File: src/rtl/float_accum.sv
// Burst accumulator that sums 8-bit {exp,mant} operands through an external
// combinational float adder and returns the sum, operand count and saturation flag.
module float_accum #(
    parameter int unsigned CNT_W = 4
) (
    input  logic             clk,
    input  logic             rst_n,
    input  logic             in_valid,
    input  logic [7:0]       in_data,
    input  logic             in_last,
    output logic             in_ready,
    output logic [7:0]       add_a,
    output logic [7:0]       add_b,
    input  logic [7:0]       add_result,
    output logic             out_valid,
    output logic [7:0]       out_data,
    output logic [CNT_W-1:0] out_count,
    output logic             out_sat,
    input  logic             out_ready
);

    typedef enum logic [1:0] {
        IDLE,
        WAIT,
        ADD,
        DONE
    } state_t;

    state_t           state;
    state_t           state_nxt;
    logic [7:0]       acc;
    logic [7:0]       opnd;
    logic [CNT_W-1:0] count;
    logic             sat;
    logic             last;
    logic             xfer;

    assign xfer = in_valid && in_ready;

    always_comb begin
        state_nxt = state;
        in_ready  = 1'b0;
        out_valid = 1'b0;
        case (state)
            IDLE, WAIT: begin
                in_ready = 1'b1;
                if (in_valid) begin
                    state_nxt = ADD;
                end
            end
            ADD: begin
                state_nxt = last ? DONE : WAIT;
            end
            DONE: begin
                out_valid = 1'b1;
                if (out_ready) begin
                    state_nxt = IDLE;
                end
            end
            default: state_nxt = IDLE;
        endcase
    end

    always_ff @(posedge clk or negedge rst_n) begin
        if (!rst_n) begin
            state <= IDLE;
        end else begin
            state <= state_nxt;
        end
    end

    // A transfer out of IDLE opens a new burst, so the running sum starts from zero.
    always_ff @(posedge clk or negedge rst_n) begin
        if (!rst_n) begin
            acc   <= '0;
            opnd  <= '0;
            count <= '0;
            sat   <= 1'b0;
            last  <= 1'b0;
        end else begin
            if (xfer) begin
                opnd <= in_data;
                last <= in_last;
                if (state == IDLE) begin
                    acc   <= '0;
                    count <= '0;
                    sat   <= 1'b0;
                end
            end
            if (state == ADD) begin
                acc <= add_result;
                if (count != '1) begin
                    count <= count + 1'b1;
                end
                sat <= sat || (add_result == 8'hFF);
            end
        end
    end

    assign add_a     = acc;
    assign add_b     = opnd;
    assign out_data  = acc;
    assign out_count = count;
    assign out_sat   = sat;

endmodule

File: config.mk
export PLATFORM = sky130hd
export DESIGN_NAME = float_accum
export DESIGN_NICKNAME = d
export VERILOG_FILES = /design/src/rtl/float_accum.sv
export SDC_FILE = /design/constraint.sdc
export NUM_CORES = 1
export LEC_CHECK = 0
export BUFFER_PORTS_ARGS = -buffer_cell sky130_fd_sc_hd__buf_4
export CORE_MARGIN = 2
export CORE_UTILIZATION = 49
export CTS_BUF_LIST = sky130_fd_sc_hd__clkbuf_16
export DETAILED_ROUTE_END_ITERATION = 8
export PLACE_DENSITY = 0.83
export SLEW_MARGIN = 10
export SYNTH_ARGS = -nofsm -noshare
export SYNTH_HDL_FRONTEND = slang
export SYNTH_SLANG_ARGS = --single-unit
File: constraint.sdc
create_clock -name clk -period 1.9 [get_ports clk]
set_input_delay 0.095 -clock clk [delete_from_list [all_inputs] [get_ports clk]]
set_output_delay 0.095 -clock clk [all_outputs]
set_load 0.02 [all_outputs]
==> metrics.md <==
| Metric | Value |
|---|---|
| Status | finished, final reports clean |
| RSZ-0062 raised after global routing | false |
| Root Buffer | clkbuf_16 |
| Worst Setup SP | out_count[0] |
| Post-synth EDFFs | 0 |
| Layout Nets | 153 |
| Area contributors post-synth | dfrtp_1 53%, mux2_4 6.7%, buf_4 6.0%, a22o_1 5.5%, mux2_2 4.0% |
| Worst VDD drop | 1.08 mV |
| CTS Hold Bufs | 1 |
| Hold wc startpoint | add_result[1] |
| Layout cell share with drive strength beyond 1 | 53.1% |
| Largest family of logic cells by synthesized area | compound AO/OA/AOI/OAI gates |
| Achievable Freq | 701 MHz |
| Max transition margin | 76.1% |
| Reg clk slew, reported paths | 60 ps |
| Crit-path cells | ha_1 > a311oi_2 > mux2i_1 |
| Synth Register Bits | 24 |
| Total power draw | 2.81 mW |
| Sink Count | 24 |
| Post-synthesis compound-gate area fraction | 14.5% |
| Critical Path RT | 2070 ps |
| Synth area leader | dfrtp_1 |
| Fillcell total | 158 |
| Diodes inserted | 0 |
| Initial antenna violation count | 0 |
| Worst-skew pair later-pin latency | 250 ps |
| Utilization after layout | 69.2% |
| Core area | 2190 um2 |
| Port bufs | 51 |
| Final WL | 2350 um |
| Period utilisation layout | 75.1% |
| Worst Path Buf+Inv | 0 |
| Wire length per cell | 14.9 um |
| CTS Buf Count | 3 |
| Area delta synth->final | 34.8% |
| Row Count | 17 |
| Post-Syn Nets | 109 |
| Hold Vio Cnt, Final | 0 |
| Final setup viols | 0 |
| Register-to-register setup slack | 470 ps |
| Post-route ant nets | 0 |
| Mapped Avg Cell Area | 12.9 um2 |
| Critical path type | reg2reg |
| Maximum root-to-sink buffer count | 2 |
| Worst path slowest cell | dfrtp_1 |
| YS warnings | 0 |
| Die area | 2690 um2 |
| Total grt overflow | 0 |
| Worst r2r src | out_count[0] |
| Crit. End Element | flop |
| Setup Buffers After CTS | 0 |
| Die height | 51.9 um |
| Synth async-reset ratio | 100% |
| Dpl hpwl | 1720 um |
| Routability cong. | 0.770 |
| Final min period | 1430 ps |
| Worst slew pin tran | 358 ps |
| CP startpoint kind | flop |
| Cells after DPL | 153 |
| Vias/cell | 5.30 |
| Max-slew violation count | 0 |
| Post_cts resized | 0 |
| Xor/xnor share of the synthesized area | 0% |
| Yosys top cell area share | 53.4% |
| Io pins | 52 |
| Power Density | 1850 nW/um2 |
| Largest net degree at the start of global routing | 25 |
| Setup TNS | 0 ps |
| Main synth FF type | dfrtp_1 |
| Total GRT Usage | 19.2% |
| Simple-gate share of the synthesized area | 7.68% |
| DR vias | 838 |
| Initial Utilization | 51.3% |
| Die width | 51.9 um |
| Critical path arrival | 1600 ps |
| H-Tree Depth | 1 |
| Post-Synth Adder-Cell Area | 1.11% |
| Hold endpoint | add_a[1] |
| First-pass GRT wire length | 3740 um |
| CP max FO | 6 |
| CTS tree | done |
| Max cap viols | 0 |
| Vias in the first global route | 828 |
| Post-route insts no fill | 158 |
| CP peak stage delay | 430 ps |
| Synth cell types | 27 |
| Capturing point of the worst reg2reg path | out_count[0] |
| Post-Syn Instances | 87 |
| Mapped Area | 1120 um2 |
| Mux share of post-synthesis cell area | 12.5% |
| First DRT Iteration DRCs | 19 |
| Cell family with most CP delay | flip-flops |
| Hold Path Stages | 3 |
| Clock skew | 2.56 ps |
| Worst hold path type | in2reg |
| DRT Pass-1 Iters | 4 |
| FF-to-FF path depth | 3 |
| Leak Pwr | 0.770 nW |
| DRC violation count after routing | 0 |
| Seq/Total Area, Yosys | 53.4% |
## cell usage after synthesis (4+ instances only)
master   instances
mux2_2           4
buf_4            9
mux2_4           5
dfrtp_1         24
nand2_1          6
o21ai_0          6
a22o_1           7
## where the power goes
group / internal [mW] / total, mW / switching, mW / leakage, nW
Combinational: 0.681 / 1.40 / 0.715 / 0.434
Clock: 0.281 / 0.453 / 0.172 / 0.0385
Sequential: 0.739 / 0.958 / 0.220 / 0.297
## stage by stage
stage	instance area, um2	hold WS (ps)	setup WS (ps)
detailed placement	1430	8.76	508
global route	1520	69.4	383
floorplan	1120	-201	526
finish	1520	66.0	473
CTS	1520	67.7	491
global placement	1430	5.76	591
## layout make-up
type	count	area, um2	share of cell area, %
Tap cell	28	35.0	2.31
Clock buffer	3	75.1	4.95
Sequential cell	24	601	39.6
Timing Repair Buffer	52	393	25.9
Inverter	2	7.51	0.495
Multi-Input combinational cell	48	402	26.5
Clock inverter	1	3.75	0.248
## how the worst max path moves through the flow
stage	slack, ps	endpoint	cells after the start
after CTS	490	out_count[0]	3
after detailed placement	510	out_count[0]	3
final	470	out_count[0]	3
after floorplan	530	out_count[0]	3
after global placement	590	out_count[1]	3
after global routing	380	out_count[0]	3
## placed cells by master, fill, tap and decap left out, drive strengths merged, types with 2 or more instances in the layout
master	netlist	final
a21oi	2	2
clkbuf	0	3
buf	13	51
nand2	6	6
dfrtp	24	24
mux2i	2	2
mux2	9	9
nor2	2	2
o21ai	6	6
inv	2	2
nand4	2	2
a22o	8	8
## cells by family (layout without fill, tap and decap cells)
| group | after synthesis | count (layout) |
|---|---|---|
| buffers and inverters | 15 | 58 |
| flip-flops | 24 | 24 |
| AO/OA/AOI/OAI | 21 | 21 |
| multiplexers | 11 | 11 |
| AND/OR/NAND/NOR | 15 | 15 |
| adder cells (fa/ha/maj) | 1 | 1 |
## registers in the layout (all words and copies together), names as in the netlist
register   count
out_sat        1
add_b          8
add_a          8
out_count      4
last           1
state          2
## metal layers
metal	up-vias	GRT usage [%]	part of all wire [%]	wire, um
met5	-	0	0	0
met4	0	10.5	1.6	38
met3	4	3.74	6.3	148
met2	40	31.2	51	1200
met1	403	23.8	41	970
li1	391	-	-	-
## worst min-delay path, stage by stage
cell     delay (ps)
buf_4            80
nand2_1          50
nand2_1          60
(Power assumes the default switching activity.)
